===== config.mk =====
export PLATFORM = sky130hd
export DESIGN_NAME = bcd_encoder
export DESIGN_NICKNAME = d
export VERILOG_FILES = /design/src/rtl/bcd_pkg.sv /design/src/rtl/bcd_adj3.sv /design/src/rtl/bcd_encoder.sv
export SDC_FILE = /design/constraint.sdc
export NUM_CORES = 1
export LEC_CHECK = 0
export BUFFER_PORTS_ARGS = -buffer_cell sky130_fd_sc_hd__buf_2
export CORE_UTILIZATION = 49
export DETAILED_ROUTE_END_ITERATION = 12
export GPL_ROUTABILITY_DRIVEN = 0
export MAX_ROUTING_LAYER = met4
export PLACE_DENSITY = 0.68
export SETUP_SLACK_MARGIN = 0.1
export SLEW_MARGIN = 0
export SYNTH_ARGS = -nofsm -noshare
export SYNTH_HDL_FRONTEND = slang
export SYNTH_SLANG_ARGS = --single-unit

===== constraint.sdc =====
create_clock -name clk -period 2.9 [get_ports clk]
set_input_delay 0.725 -clock clk [delete_from_list [all_inputs] [get_ports clk]]
set_output_delay 0.725 -clock clk [all_outputs]
set_load 0.01 [all_outputs]

===== src/rtl/bcd_pkg.sv =====
// Shared types and constants for the binary-to-BCD encoder.
// The optional DIV4_FLAG_EN build adds a divisible-by-4 result flag.
package bcd_pkg;
  localparam int BIN_W        = 7;
  localparam int DIGIT_W      = 4;
  localparam int SHIFT_CYCLES = 7;
  localparam int NUM_DIGITS   = 3;
  localparam int BCD_W        = NUM_DIGITS * DIGIT_W;
  localparam int CNT_W        = 3;

  typedef logic [DIGIT_W-1:0] digit_t;

  typedef enum logic [1:0] {
    IDLE  = 2'd0,
    SHIFT = 2'd1,
    DONE  = 2'd2
  } state_t;
endpackage


===== src/rtl/bcd_adj3.sv =====
// Double-dabble digit correction: add 3 to a BCD digit of 5 or more.
module bcd_adj3
  import bcd_pkg::*;
(
  input  logic [DIGIT_W-1:0] din,
  output logic [DIGIT_W-1:0] dout
);

  assign dout = (din >= digit_t'(5)) ? din + digit_t'(3) : din;

endmodule


===== src/rtl/bcd_encoder.sv =====
// Sequential 7-bit binary to two-digit BCD encoder (double-dabble, MSB first).
// Define DIV4_FLAG_EN to add the Divisible output.
module bcd_encoder
  import bcd_pkg::*;
(
  input  logic             clk,
  input  logic             reset,
  input  logic [BIN_W-1:0] bin,
  input  logic             in_valid,
  output logic             in_ready,
  output logic [DIGIT_W-1:0] YT,
  output logic [DIGIT_W-1:0] YO,
  output logic             overflow,
  output logic             out_valid,
  input  logic             out_ready
`ifdef DIV4_FLAG_EN
  ,
  output logic             Divisible
`endif
);

  state_t             state_reg, state_next;
  logic [BIN_W-1:0]   bin_reg;
  logic [CNT_W-1:0]   cnt_reg;
  logic [BCD_W-1:0]   bcd_reg;
  logic [BCD_W-1:0]   bcd_adj;
  logic [BCD_W-1:0]   bcd_shift;
  logic               shift_done;

  // Digit order in bcd_reg: ones at the bottom, hundreds at the top.
  generate
    for (genvar gi = 0; gi < NUM_DIGITS; gi++) begin : g_adj
      bcd_adj3 u_adj3 (
        .din  (bcd_reg[gi*DIGIT_W +: DIGIT_W]),
        .dout (bcd_adj[gi*DIGIT_W +: DIGIT_W])
      );
    end
  endgenerate

  // The carry out of the hundreds digit is always zero for a 7-bit input.
  assign bcd_shift  = BCD_W'({bcd_adj, bin_reg[BIN_W-1]});
  assign shift_done = (cnt_reg == CNT_W'(SHIFT_CYCLES));

  always_ff @(posedge clk) begin
    if (reset) begin
      state_reg <= IDLE;
    end else begin
      state_reg <= state_next;
    end
  end

  always_comb begin
    state_next = state_reg;
    in_ready   = 1'b0;
    out_valid  = 1'b0;
    case (state_reg)
      IDLE: begin
        in_ready = 1'b1;
        if (in_valid) state_next = SHIFT;
      end
      SHIFT: begin
        if (shift_done) state_next = DONE;
      end
      DONE: begin
        out_valid = 1'b1;
        if (out_ready) state_next = IDLE;
      end
      default: state_next = IDLE;
    endcase
  end

  always_ff @(posedge clk) begin
    if (reset) begin
      bin_reg <= '0;
      cnt_reg <= '0;
      bcd_reg <= '0;
    end else if (state_reg == IDLE && in_valid) begin
      bin_reg <= bin;
      cnt_reg <= '0;
      bcd_reg <= '0;
    end else if (state_reg == SHIFT && !shift_done) begin
      bin_reg <= {bin_reg[BIN_W-2:0], 1'b0};
      cnt_reg <= cnt_reg + CNT_W'(1);
      bcd_reg <= bcd_shift;
    end
  end

  assign YO       = bcd_reg[0*DIGIT_W +: DIGIT_W];
  assign YT       = bcd_reg[1*DIGIT_W +: DIGIT_W];
  assign overflow = |bcd_reg[2*DIGIT_W +: DIGIT_W];

`ifdef DIV4_FLAG_EN
  logic div_reg;

  always_ff @(posedge clk) begin
    if (reset) begin
      div_reg <= 1'b0;
    end else if (state_reg == IDLE && in_valid) begin
      div_reg <= (bin[1:0] == 2'b00);
    end
  end

  assign Divisible = div_reg;
`endif

endmodule


==> run_results.csv, run 1 <==
group,metric,value,unit
global_route,overflow,0,
synth,synth_area_leader_cell,"dfxtp_1",
power,leakage,0.565,nW
die,start_util,52.0,%
setup_path,endpoint_kind,"flip-flop",
die,die_w,53.5,µm
synth,ys.flop_type,"dfxtp_1",
timing,max_freq,487,MHz
finish,final_common_cell,"dfxtp_1",
placed_design,portBuffers,21,
timing,finalCriticalPeriod,2.05,ns
synth,synth_compound_area_share,18.3,%
setup_path,cp_data_required_time,3.15,ns
setup_path,cpMaxStageDelayCell,"or3b_1",
setup_path,crit_buf_inv,0,
setup_path,cp_top_family,"simple AND/OR/NAND/NOR gates",
synth,ys_types,33,
synth,synthAdderAreaFrac,8.67,%
route,vias_per_cell,5.46,
power,vdd_drop_max,307,µV
finish,drive_above_1_share,21.7,%
finish,nNetsFinal,182,
setup_path,cpPeakStageDelay,0.66,ns
synth,ys_async_sr_fraction,0,%
synth,synth_fp_nets,170,
timing,worst_slack,0.846,ns
cts,path_clk_slew,0.14,ns
global_route,grt_pass1_wl,3.66,mm
synth,syn_inst,150,
placed_design,post_dp_cell_area,1340,µm²
timing,finalHoldViolCount,0,
finish,final_cell_area,1390,µm²
synth,yosys.area_share.simple,22.6,%
finish,final_cell_mix,"24 x dfxtp_1, 21 x buf_2, 15 x nor2_1",
setup_path,crit_chain,"ha_1, ha_1, or3b_1, or3_4, o22ai_2",
global_route,grt_max_degree,23,
setup_path,cp.arrival,2.31,ns
synth,synth_edf_count,0,
cts,cts_resized,0,
finish,antenna_cells,0,
die,rows,18,
synth,ys_seq_area_share,37.0,%
timing,fin_tns_setup,0,ns
timing,setup_viol,0,
route,wl,2.17,mm
die,boundaryPins,22,
cts,clock-sinks,24,
die,fp.dieArea,2860,µm²
setup_path,worstSetupPathType,"flip-flop to flip-flop",
finish,area_growth_syn_to_layout,7.23,%
worst_hold_path,hold_path.class,"flip-flop to flip-flop",
synth,ys_ff_latch,24,
timing,period_share,70.8,%
route,wl_per_cell,11.4,µm
setup_path,startpoint_type,"flip-flop",
setup_path,cp_max_fo,22,
cts,htreeDepth,1,
die,core,2500,µm²
cts,cts_tree,"yes",
timing,max_slew_margin,55.8,%
cts,clkLatencyLatePin,0.31,ns
timing,worst_slew_pin_slew,0.663,ns
synth,synth_top_family_by_area,"simple AND/OR/NAND/NOR gates",
die,chipHeight,53.5,µm
synth,netlist.area_leader.share,37.0,%
timing,slew_viol_final,0,
synth,ys_top_cells_by_area,"dfxtp_1 37%, ha_1 8.7%, buf_4 5.2%, nor2_1 4.3%, a21oi_1 4.2%",
route,via_count,1042,
route,final_antenna_net_count,0,
synth,syn_area_per_cell,8.66,µm²
route,firstDrtPassIters,4,
global_route,grt_use_total,17.9,%
setup_path,cpMostUsedCell,"ha_1",
run_status,status,"completed",
synth,synth-xor-area-share,0.674,%
global_route,grt_pass1_vias,875,
cts,cts_buffer_depth,2,
finish,largest_reg_flops,12,
cts,cts_root_buf,"clkbuf_4",
cts,cts-hold-fix-buffers,0,
flow_run,max-cap-violations,0,
route,drt_iter0_markers,20,
placed_design,hpwlAfterDp,1.59,mm
timing,fin_skew,0.00181,ns
power,pwr_density_cell,489,nW/µm²
placed_design,dp_slack,0.868,ns
synth,syn_area,1300,µm²
synth,synthMuxAreaShare,2.60,%
cts,cts-buffers-inserted,3,
global_route,antenna_found_initial,0,
route,drc,0,
synth,ys_warn_count,0,
cts,post_cts_buffers,0,
timing,grt_setup_unrepaired,"false",
Yosys cell counts, types with 3 or more instances:
cell type,count
nand2b_1,4
ha_1,9
o22ai_1,5
nor3b_1,4
nor2_1,15
a211oi_1,4
buf_4,9
nand2_1,14
o21ai_0,7
nor3_1,5
mux2_2,3
dfxtp_1,24
buf_2,3
a21oi_1,11
nand3_1,3
inv_1,6
o22ai_2,3
metal layers:
layer  routed length (µm)  vias up  global-route usage [%]
met1                 1060      483                    23.9
li1                     -      539                       -
met5                    0        -                       -
met3                   73        2                    2.59
met4                   15        0                    7.89
met2                 1020       18                    26.5
layout make-up:
type                    count  area (µm²)
clock buffers               3        22.5
clock inverters             1        30.0
fillers                   234        1110
inverters                   6        22.5
multi-input cells         105         687
flip-flops and latches     24         480
well taps                  30        37.5
repair buffers             22         113
tightest hold or removal path: stages, from the launching register on:
cell	delay [ns]
dfxtp_1	0.34
nand2_1	0.05
a21oi_1	0.05
path summary, 6_finish.rpt:
kind / startpoint / to / slack, ns / cells past startpoint
max: cnt_reg[0] / bcd_reg[10] / 0.85 / 5
min: bin_reg[6] / bcd_reg[0] / 0.47 / 2
max reg2reg: cnt_reg[0] / bcd_reg[10] / 0.85 / 5
min reg2reg: bin_reg[6] / bcd_reg[0] / 0.47 / 2
power by group:
| group | switching [mW] | internal, mW |
|---|---|---|
| Combinational | 0.0495 | 0.0358 |
| Sequential | 0.00912 | 0.344 |
| Clock | 0.103 | 0.140 |
| Total | 0.161 | 0.519 |
cell families (layout without fill, tap and decap cells):
group	count (synthesis)	after routing
and+or+nand+nor	56	56
AOI/OAI and AO/OA	36	36
DFF	24	24
buffers and inverters	21	32
adders and majority gates	9	9
muxes	3	3
xor gates and xnor gates	1	1
stage by stage:
step | utilization (%) | power, mW | cells | hold slack (ns)
2_1_floorplan | - | 0.431 | 150 | 0.430
3_3_place_gp | 53.6 | 0.445 | 187 | 0.452
3_5_place_dp | 53.6 | 0.446 | 187 | 0.448
4_1_cts | 55.7 | 0.686 | 191 | 0.472
5_1_grt | 55.7 | 0.715 | 191 | 0.513
6_report | 55.7 | 0.681 | 191 | 0.471
Power figures use the tool's default switching activity.
==> run 2: changes to the inputs <==
- clock period: 2.9 -> 2 ns (I/O delays scaled with it)
==> run 2 against run 1 <==
Effect of this change: wire length grew 7.9%; sequential share of layout area fell by 0.28 points; highest routed layer unchanged; global-route usage up 2.1 points; clock-buffer cell count up 1; utilization grew 0.45 points; design area is 0.81% higher; sequential power up 45%; critical path type unchanged; cell count increased by 1.6%; register-to-register slack worse by 0.58 ns; die area is the same; worst hold slack got worse by 0.030 ns.
==> run_results.csv, run 2 (synthesis results as in run 1) <==
group,metric,value,unit
timing,setup_viol,0,
global_route,grt_max_degree,18,
worst_hold_path,min_from,"out_ready",
finish,register_area,480,µm²
die,boundaryPins,22,
setup_path,reg2reg_depth,6,
setup_path,crit_buf_inv,1,
cts,cts_buffer_depth,2,
timing,finalCriticalPeriod,1.73,ns
setup_path,r2r_start,"cnt_reg[0]",
route,wl_per_cell,12.1,µm
setup_path,rrSetupSlack,0.27,ns
power,leakage,0.573,nW
timing,max_slew_margin,74.5,%
route,vias_per_cell,5.54,
timing,worst_slew_pin_slew,0.381,ns
timing,period_share,86.7,%
flow_run,max-cap-violations,0,
global_route,antenna_found_initial,0,
cts,cts-hold-fix-buffers,0,
cts,clock-sinks,24,
finish,stdcell_count,194,
die,die_w,53.5,µm
cts,clkLatencyLatePin,0.31,ns
die,core,2500,µm²
cts,cts_root_buf,"clkbuf_4",
finish,final_common_cell,"dfxtp_1",
die,rows,18,
cts,path_clk_slew,0.13,ns
timing,grt_setup_unrepaired,"false",
route,via_count,1075,
setup_path,crit_start,"cnt_reg[0]",
finish,drive_above_1_share,23.8,%
cts,cts-buffers-inserted,3,
worst_hold_path,hold_path.class,"primary input to flip-flop",
setup_path,cpPeakStageDelay,0.39,ns
timing,fin_skew,0.00536,ns
route,firstDrtPassIters,4,
setup_path,r2r-end,"bcd_reg[7]",
setup_path,cp_top_family,"adder cells",
die,start_util,52.0,%
setup_path,startpoint_type,"flip-flop",
global_route,grt_pass1_vias,999,
timing,max_freq,577,MHz
finish,final_cell_mix,"24 x dfxtp_1, 21 x buf_2, 15 x nor2_1",
timing,slew_viol_final,0,
global_route,grt_pass1_wl,4.07,mm
die,chipHeight,53.5,µm
placed_design,numPlacedInstances,190,
global_route,grt_use_total,20.0,%
power,vdd_drop_max,424,µV
timing,worst_slack,0.266,ns
power,pwr_density_cell,644,nW/µm²
cts,htreeDepth,1,
timing,fin_tns_setup,0,ns
finish,multiInputGateArea,692,µm²
placed_design,hpwlAfterDp,1.67,mm
global_route,overflow,0,
route,drt_iter0_markers,17,
finish,largest_reg_flops,12,
power,total_power,903,µW
finish,nNetsFinal,185,
setup_path,cpMostUsedCell,"ha_1",
finish,fillerInstances,245,
setup_path,cpMaxStageDelayCell,"or3b_1",
setup_path,crit_chain,"ha_1, ha_1, or3b_1, buf_4, o21ai_0, a21oi_1",
route,final_antenna_net_count,0,
setup_path,worstSetupPathType,"flip-flop to flip-flop",
setup_path,cp.arrival,1.93,ns
finish,area_growth_syn_to_layout,8.09,%
worst_hold_path,whs_path_depth,3,
cts,cts_tree,"yes",
route,wl,2.34,mm
timing,finalHoldViolCount,0,
die,fp.dieArea,2860,µm²
setup_path,endpoint_kind,"flip-flop",
setup_path,cp_data_required_time,2.20,ns
worst_hold_path,min_delay_worst_endpoint,"state_reg[1]",
setup_path,cp_max_fo,14,
route,drc,0,
finish,antenna_cells,0,
placed_design,dp_slack,0.288,ns
run_status,status,"completed",
placed_design,portBuffers,21,
## run 2: worst max path at each step
stage	end	slack, ns	depth (start not counted)
after detailed placement	bcd_reg[8]	0.29	6
final	bcd_reg[7]	0.27	6
after global placement	bcd_reg[3]	0.32	6
after floorplan	bcd_reg[4]	0.40	6
after global routing	bcd_reg[3]	0.13	6
after CTS	bcd_reg[8]	0.26	6
## run 2: worst register-to-register path, delay by kind of cell (launching register included)
family | cells | cell delay (ns)
fa+ha+maj | 2 | 0.42
simple gates | 1 | 0.39
flops | 1 | 0.35
compound gates | 2 | 0.27
buf+inv | 1 | 0.20
## run 2: power breakdown
part,switching [mW],internal [mW],leakage [nW]
Sequential,0.0138,0.499,0.196
Combinational,0.0762,0.0583,0.357
Clock,0.145,0.111,0.0210
Total,0.235,0.668,0.573
## run 2: area by class of cell
type,instances,area share (%)
clock buffers,4,2.58
inverters,6,1.60
multi-input cells,105,49.3
flip-flops and latches,24,34.2
well taps,30,2.67
repair buffers,25,9.63
## run 2: metal layers
layer / routed length [µm] / part of all wire (%) / up-vias / GRT usage (%)
met5: 0 / 0 / - / -
met4: 15 / 0.64 / 0 / 6.58
met3: 88 / 3.8 / 2 / 2.59
met2: 1160 / 49 / 26 / 35.4
met1: 1080 / 46 / 502 / 22.8
li1: - / - / 545 / -
## run 2: repair_timing
action | in CTS | in global routing
buffers inserted | 0 | 0
resized for setup | 0 | 1
setup endpoints to repair | 0 | 1
endpoints found under the hold margin | 0 | 0
## run 2: through the flow
stage / area (µm²) / util [%] / hold WS (ns)
floorplan: 1300 / - / 0.430
global placement: 1360 / 54.5 / 0.442
detailed placement: 1360 / 54.5 / 0.443
CTS: 1400 / 56.0 / 0.431
global route: 1400 / 56.2 / 0.458
finish: 1400 / 56.2 / 0.441
